File: src/rtl/sprite_loader_if.sv
// Sprite loader bus bundle: RLE byte stream in, sprite-RAM write port out.
// Latency: n/a (wiring only).
// Backpressure: in_valid/in_ready handshake on the stream; the RAM port has none.
interface sprite_loader_if;
  logic        in_valid;
  logic [7:0]  in_data;
  logic        in_ready;
  logic        we;
  logic [17:0] write_address;
  logic [4:0]  data_in;

  // Stream source / RAM sink side (e.g. the environment feeding the loader)
  modport master (
    output in_valid,
    output in_data,
    input  in_ready,
    input  we,
    input  write_address,
    input  data_in
  );

  // Loader side
  modport slave (
    input  in_valid,
    input  in_data,
    output in_ready,
    output we,
    output write_address,
    output data_in
  );
endinterface

File: src/rtl/sprite_loader.sv
// Expands an RLE byte stream ({run-1[7:5], palette[4:0]}) into sprite-RAM writes.
// Latency: one cycle from each EXPAND cycle to its registered write; done one cycle after FINISH.
// Backpressure: in_ready only in FETCH; the RAM write port is never stalled.
module sprite_loader #(
  parameter logic [17:0] RESV_LO = 18'd1704,
  parameter logic [17:0] RESV_HI = 18'd1706
) (
  input  logic        clk,
  input  logic        reset_n,
  input  logic        start,
  input  logic [17:0] base_addr,
  input  logic [17:0] length,
  output logic        busy,
  output logic        done,
  output logic        overrun,
  sprite_loader_if.slave bus
);

  typedef enum logic [1:0] {
    IDLE   = 2'd0,
    FETCH  = 2'd1,
    EXPAND = 2'd2,
    FINISH = 2'd3
  } state_t;

  state_t      state;
  state_t      state_nxt;

  logic [17:0] addr_cnt;
  logic [17:0] remaining;
  logic [3:0]  run;
  logic [4:0]  palette;

  logic        we_q;
  logic [17:0] wr_addr_q;
  logic [4:0]  wr_dat_q;
  logic        done_q;
  logic        overrun_q;

  logic        accept;
  logic        handshake;
  logic        reserved;
  logic [17:0] rem_dec;
  logic [3:0]  run_dec;

  // start is only honoured while idle; the stream is only consumed in FETCH
  assign accept    = (state == IDLE) && start;
  assign handshake = (state == FETCH) && bus.in_valid;
  assign rem_dec   = remaining - 18'd1;
  assign run_dec   = run - 4'd1;
  // palette slots that must never be overwritten by a sprite load
  assign reserved  = (addr_cnt >= RESV_LO) && (addr_cnt <= RESV_HI);

  // state register
  always_ff @(posedge clk) begin
    if (!reset_n) begin
      state <= IDLE;
    end else begin
      state <= state_nxt;
    end
  end

  // next-state and combinational status outputs
  always_comb begin
    state_nxt    = state;
    busy         = 1'b0;
    bus.in_ready = 1'b0;
    case (state)
      IDLE: begin
        if (start) begin
          state_nxt = (length == 18'd0) ? FINISH : FETCH;
        end
      end
      FETCH: begin
        busy         = 1'b1;
        bus.in_ready = 1'b1;
        if (bus.in_valid) begin
          state_nxt = EXPAND;
        end
      end
      EXPAND: begin
        busy = 1'b1;
        // running out of pixels ends the load even mid-run
        if (rem_dec == 18'd0) begin
          state_nxt = FINISH;
        end else if (run_dec == 4'd0) begin
          state_nxt = FETCH;
        end
      end
      FINISH: begin
        busy      = 1'b1;
        state_nxt = IDLE;
      end
      default: begin
        state_nxt = IDLE;
      end
    endcase
  end

  // counters, latched run/palette and registered write port
  always_ff @(posedge clk) begin
    if (!reset_n) begin
      addr_cnt  <= 18'd0;
      remaining <= 18'd0;
      run       <= 4'd0;
      palette   <= 5'd0;
      we_q      <= 1'b0;
      wr_addr_q <= 18'd0;
      wr_dat_q  <= 5'd0;
      done_q    <= 1'b0;
      overrun_q <= 1'b0;
    end else begin
      we_q   <= (state == EXPAND) && !reserved;
      done_q <= (state == FINISH);

      if (accept) begin
        addr_cnt  <= base_addr;
        remaining <= length;
        overrun_q <= 1'b0;
      end

      if (handshake) begin
        palette <= bus.in_data[4:0];
        run     <= {1'b0, bus.in_data[7:5]} + 4'd1;
      end

      if (state == EXPAND) begin
        // address is presented even for suppressed reserved pixels
        wr_addr_q <= addr_cnt;
        wr_dat_q  <= palette;
        addr_cnt  <= addr_cnt + 18'd1;
        remaining <= rem_dec;
        run       <= run_dec;
        // stream described more pixels than the load length allows
        if ((rem_dec == 18'd0) && (run_dec != 4'd0)) begin
          overrun_q <= 1'b1;
        end
      end
    end
  end

  assign bus.we            = we_q;
  assign bus.write_address = wr_addr_q;
  assign bus.data_in       = wr_dat_q;
  assign done              = done_q;
  assign overrun           = overrun_q;

endmodule
File: src/flat_wrapper.sv
// flat-port wrapper written by rule: the top's interface ports become plain ports
module sprite_loader_flat 
#(
  parameter logic [17:0] RESV_LO = 18'd1704,
  parameter logic [17:0] RESV_HI = 18'd1706
)
  (clk, reset_n, start, base_addr, length, busy, done, overrun, bus_in_valid, bus_in_data, bus_in_ready, bus_we, bus_write_address, bus_data_in);
  sprite_loader_if bus_i ();
  input  logic clk;
  input  logic reset_n;
  input  logic start;
  input  logic [17:0] base_addr;
  input  logic [17:0] length;
  output logic busy;
  output logic done;
  output logic overrun;
  input wire logic [$bits(bus_i.in_valid)-1:0] bus_in_valid;
  input wire logic [$bits(bus_i.in_data)-1:0] bus_in_data;
  output wire logic [$bits(bus_i.in_ready)-1:0] bus_in_ready;
  output wire logic [$bits(bus_i.we)-1:0] bus_we;
  output wire logic [$bits(bus_i.write_address)-1:0] bus_write_address;
  output wire logic [$bits(bus_i.data_in)-1:0] bus_data_in;
  assign bus_i.in_valid = bus_in_valid;
  assign bus_i.in_data = bus_in_data;
  assign bus_in_ready = bus_i.in_ready;
  assign bus_we = bus_i.we;
  assign bus_write_address = bus_i.write_address;
  assign bus_data_in = bus_i.data_in;
  sprite_loader #(.RESV_LO(RESV_LO), .RESV_HI(RESV_HI)) u_core (.clk(clk), .reset_n(reset_n), .start(start), .base_addr(base_addr), .length(length), .busy(busy), .done(done), .overrun(overrun), .bus(bus_i));
endmodule
File: config.mk
export PLATFORM = sky130hd
export DESIGN_NAME = sprite_loader_flat
export DESIGN_NICKNAME = d
export VERILOG_FILES = /design/src/rtl/sprite_loader_if.sv /design/src/rtl/sprite_loader.sv /design/src/flat_wrapper.sv
export SDC_FILE = /design/constraint.sdc
export NUM_CORES = 1
export LEC_CHECK = 0
export BUFFER_PORTS_ARGS = -buffer_cell sky130_fd_sc_hd__buf_4
export CORE_MARGIN = 4
export CORE_UTILIZATION = 59
export DETAILED_ROUTE_END_ITERATION = 12
export GPL_ROUTABILITY_DRIVEN = 1
export PLACE_DENSITY_LB_ADDON = 0.05
export SLEW_MARGIN = 20
export SYNTH_ARGS = -nofsm -noshare
export SYNTH_HDL_FRONTEND = slang
export SYNTH_SLANG_ARGS = --single-unit
File: constraint.sdc
create_clock -name clk -period 6.6 [get_ports clk]
set_input_delay 0.66 -clock clk [delete_from_list [all_inputs] [get_ports clk]]
set_output_delay 0.66 -clock clk [all_outputs]
set_load 0.03 [all_outputs]
Yosys cells after proc, flatten, opt, wreduce, memory -nomap -nowiden
Index checks and enable logic that the tools add are counted.
{"block": "op_classes", "mux": 17, "n_lt_le_gt_ge": 2, "n_eq_ne": 6, "add_sub_neg": 4, "reduce_logical": 15}
{"cell": "18-bit two-way mux", "count": 4}
{"cell": "18-bit zero test", "count": 2}
{"cell": "18-bit by 1-bit adder with 18-bit output, second input constant", "count": 1}
{"cell": "18-bit by 11-bit greater-or-equal comparator with 1-bit output, second input constant", "count": 1}
{"cell": "18-bit by 11-bit <= comparator with 1-bit output, second input constant", "count": 1}
{"cell": "18-bit by 1-bit subtractor with 18-bit output, second input constant", "count": 1}
{"cell": "2-bit two-way mux", "count": 5}
{"cell": "4-bit two-way mux", "count": 2}
{"cell": "2-bit case mux with 4 select lines", "count": 1}
{"cell": "1-bit logical AND", "count": 5}
{"cell": "1-bit two-way mux", "count": 5}
{"cell": "3-bit by 1-bit adder with 4-bit output, second input constant", "count": 1}
{"cell": "2-bit equality test, second input constant", "count": 2}
{"cell": "4-bit zero test", "count": 1}
{"cell": "2-bit inequality test, second input constant", "count": 2}
{"cell": "2-bit nonzero test", "count": 2}
{"cell": "4-bit nonzero test", "count": 1}
{"cell": "4-bit by 1-bit subtractor with 4-bit output, second input constant", "count": 1}
{"cell": "3-bit by 1-bit inequality test with 1-bit output, second input constant", "count": 1}
{"cell": "3-bit AND reduction", "count": 1}
{"cell": "3-bit OR reduction", "count": 1}
{"cell": "2-bit by 1-bit equality test with 1-bit output, second input constant", "count": 1}
{"cell": "2-bit zero test", "count": 1}
{"cell": "1-bit zero test", "count": 1}
{"block": "totals", "wordCells": 54, "output_inout_bits": 28, "reg_bits": 73}

Logic depth before layout (Yosys ltp)
{"block": "logic_depth", "word_depth": 5, "ltp_mapped": 9, "ltp_nobuf": 8}

Worst setup path before layout
No wires, ideal clock.
{"block": "synth_timing", "kind": "register to register", "start": "reg u_core.remaining[0]", "end": "reg u_core.state[0]", "setup_ps": 74, "stages_incl_launch_ff": 9, "slack_ps": 4459, "arrival_ps": 2066, "cell_sequence": "dfxtp_1 > inv_1 > ha_1 > clkbuf_1 > nand3_1 > nor4_1 > xor2_1 > or4_4 > a31oi_1"}
{"block": "synth_between", "elab_chain_cells": 4, "word_cells_on_any_way": 6}
{"item": "from (decl)", "line": "sprite_loader.sv:30", "rtl": "logic [17:0] remaining;"}
{"item": "from (signal assigned)", "line": "sprite_loader.sv:118", "rtl": "remaining <= length;"}
{"item": "from (signal assigned)", "line": "sprite_loader.sv:132", "rtl": "remaining <= rem_dec;"}
{"item": "18-bit by 1-bit subtractor with 18-bit output *", "line": "sprite_loader.sv:49", "rtl": "assign rem_dec = remaining - 18'd1;"}
{"item": "18-bit zero test *", "line": "sprite_loader.sv:84", "rtl": "if (rem_dec == 18'd0) begin"}
{"item": "2-bit two-way mux or 3-bit by 1-bit inequality test with 1-bit output (tied branches)"}
{"item": "2-bit case mux with 4 select lines or 3-bit AND reduction (tied branches)"}
{"item": "to (signal assigned)", "line": "sprite_loader.sv:59", "rtl": "state <= state_nxt;"}
{"item": "to (decl)", "line": "sprite_loader.sv:26", "rtl": "state_t state;"}
Mark *: on every way between the ends. The rest lies on a longest branch, timed or not.
A chain may end at the register's enable or synchronous reset.

Worst setup path in the final report
{"block": "layout_timing", "start": "reg u_core.state[0]", "end": "reg u_core.addr_cnt[9]"}
{"block": "layout_between", "elab_chain_cells": 3, "word_cells_on_any_way": 5}
{"item": "2-bit zero test", "line": "sprite_loader.sv:47", "rtl": "assign accept = (state == IDLE) && start;"}
{"item": "1-bit logical AND", "line": "sprite_loader.sv:47"}
{"item": "2-bit nonzero test (no line)"}
{"item": "to (signal assigned)", "line": "sprite_loader.sv:117", "rtl": "addr_cnt <= base_addr;"}
{"item": "to (signal assigned)", "line": "sprite_loader.sv:131", "rtl": "addr_cnt <= addr_cnt + 18'd1;"}
{"item": "to (decl)", "line": "sprite_loader.sv:29", "rtl": "logic [17:0] addr_cnt;"}
Several ways; a longest one is shown, not always the timed one.

==> qor.csv <==
metric,value,unit
status,"complete, no violations",
holdPathStages,2,
synth-edff-count,0,
worstSetupStartpoint,u_core.state[0],
ys_ff_latch,73,
yosys_most_used_dff,dfxtp_1,
m1WireLength,4433,um
synth_nets,554,
crit_path_end_kind,flip-flop,
finalCritPeriodShare,0.3643,
n_antenna_cell,0,
final_common_cell,nand2_1,
dieArea,0.007702,mm2
skew,0.01251,ns
critPathKind,flip-flop to flip-flop,
vias_per_cell,6.210,
synthTopCellsByArea,"dfxtp_1 39%, nand2_1 9.4%, a21oi_1 9.2%",
rsz0062_at_grt,false,
cts_tree,done,
met3WireLength,1030,um
io_buffers,75,
vdd_ir_drop_max,0.1561,mV
routed_wl,10230,um
cts_setup_buffers,0,
place_area,0.004275,mm2
drive_gt1_frac,0.1953,
cp.arrival,2.67,ns
syn_area,0.003754,mm2
worstSkewPairLatency,0.35,ns
leakage,1.723,nW
p_per_area,262.5,mW/mm2
grt_pass1_vias,3435,
vias,3900,
setup_violations,0,
total_power,1.186,mW
hold_violations,0,
setup-tns-final,0,ns
cts-resized-gates,0,
grt_use_total,0.2698,
timing.fmax,416.0,MHz
drt-wirelength-per-cell,16.29,um
cts_made_buffers,9,
met2_wirelength,4621,um
cts.sinks,73,
maxCapViolCount,0,
die-width,87.76,um
hpwlAfterDp,6891,um
postCtsHoldBufs,0,
yosysUniqueCellTypes,50,
final_area,0.004519,mm2
final_nets,603,
grt_pass1_wl,16440,um
antenna_left,0,
top_layer,met4,
cts.clk_slew.worst_paths,0.08,ns
path_buf_inv,1,
syn_to_final_growth,20.40,%
critPathMaxFanout,54,
crit_chain,nand2b_2 > buf_4 > nand2_1 > o21ai_0 > a221oi_1 > nor2_1,
slew_headroom,0.3642,
syn_area_per_cell,7.522,um2
hold_end,u_core.bus.data_in[1],
gp_congestion,0.9179,
period_minus_slack,2.404,ns
hold_start,u_core.bus.data_in[1],
cts_root_buffer,clkbuf_8,
reg2reg_setup_slack,4.20,ns
crit_family,simple AND/OR/NAND/NOR gates,
ys_seq_area_frac,0.3893,
cp_slowest_cell,dfxtp_1,
cts_buffer_depth,2,
initial_core_util,0.6193,
crit_required,6.86,ns
reg2regPathDepth,6,
syn_inst,499,
maxSlewViolCount,0,
die_y,87.76,um
first_pass_iters,5,
worst_pin_slew,0.9502,ns
antenna_found_initial,0,
most-common-layout-cells,"94 x nand2_1, 78 x buf_4, 73 x dfxtp_1",
async_flop_share,0,
rows,28,
drcViolationCount,0,
grt_overflow,0,
drt-initial-drc-count,326,
timing.rr.end,u_core.addr_cnt[9],
io_pins,76,
core_area,0.006061,mm2
holdCritPathClass,flip-flop to flip-flop,
startpoint_type,flip-flop,
worstReg2RegStart,u_core.state[0],
yosys.area.top_type_share,0.3893,
yosysWarnings,0,
synth_largest_area_cell,dfxtp_1,
htree_levels,3,
critPathMaxStageDelay,0.55,ns
grt_max_degree,67,
-- Yosys cell counts (all sizes together) (4+ instances only) --
library cell	instances
nor4	14
nand3b	4
ha	7
a31oi	10
nor3	15
a21oi	69
o211ai	4
or3	4
nand3	12
nor3b	4
a221oi	8
inv	8
o21ai	21
a222oi	5
dfxtp	73
buf	9
nand2	95
xor2	8
o311ai	4
nor2	46
clkbuf	31
and3	9
nand4	7
-- sequential cells by signal, indices dropped and copies added, names as in the netlist --
name and cells:
u_core.addr_cnt 18, u_core.state 2, u_core.overrun 1, u_core.done 1, u_core.bus.write_address 18, u_core.palette 5
u_core.bus.data_in 5, u_core.remaining 18, u_core.run 4, u_core.bus.we 1
-- metal layers --
layer,vias to the layer above,GRT usage
met3,20,0.04892
met2,237,0.4089
met5,-,0
met4,0,0.1046
met1,1765,0.3813
li1,1878,-
-- metrics by stage --
step	instances	hold slack, ns	utilization	worst slack (ns)
CTS	628	0.4574	0.7455	4.266
global placement	612	0.4375	0.7054	4.201
global route	628	0.4756	0.7457	4.050
finish	628	0.4547	0.7457	4.196
detailed placement	612	0.4469	0.7054	4.163
floorplan	499	0.4322	-	4.459
-- worst register-to-register path, delay by kind of cell (launching register included) --
| family | cells | cell delay (ns) |
|---|---|---|
| AO/OA/AOI/OAI | 2 | 0.32 |
| flip-flops | 1 | 0.55 |
| buffers and inverters | 1 | 0.52 |
| AND/OR/NAND/NOR | 3 | 0.93 |
-- cells by family (layout without fill, tap and decap cells) --
family,Yosys count,count (layout),share of synthesized area
xor gates and xnor gates,11,11,0.02567
adders and majority gates,7,7,0.02333
AOI/OAI and AO/OA,135,135,0.2170
muxes,2,2,0.006000
and+or+nand+nor,223,223,0.2860
buffers and inverters,48,102,0.05267
DFF,73,73,0.3893
-- power breakdown --
part / internal (mW) / leakage [nW] / switching (mW)
logic: 0.101 / 1.01 / 0.143
clock network: 0.253 / 0.117 / 0.176
registers: 0.468 / 0.595 / 0.0446
-- worst max path at each step --
| stage | end | depth (start not counted) |
|---|---|---|
| after floorplan | u_core.state[0] | 8 |
| after global placement | u_core.remaining[11] | 8 |
| after detailed placement | u_core.remaining[7] | 6 |
| after CTS | u_core.state[0] | 5 |
| after global routing | u_core.remaining[8] | 6 |
| final | u_core.addr_cnt[9] | 6 |
-- layout make-up --
class | instances | area, um2
tap | 75 | 93.84
clock buffer | 10 | 127.6
clock inverter | 6 | 115.1
fill | 483 | 1541
sequential | 73 | 1461
timing repair buffer | 78 | 585.6
inverter | 8 | 31.28
multi-input combinational | 378 | 2105
No activity file was read; power rests on OpenSTA's default activity.
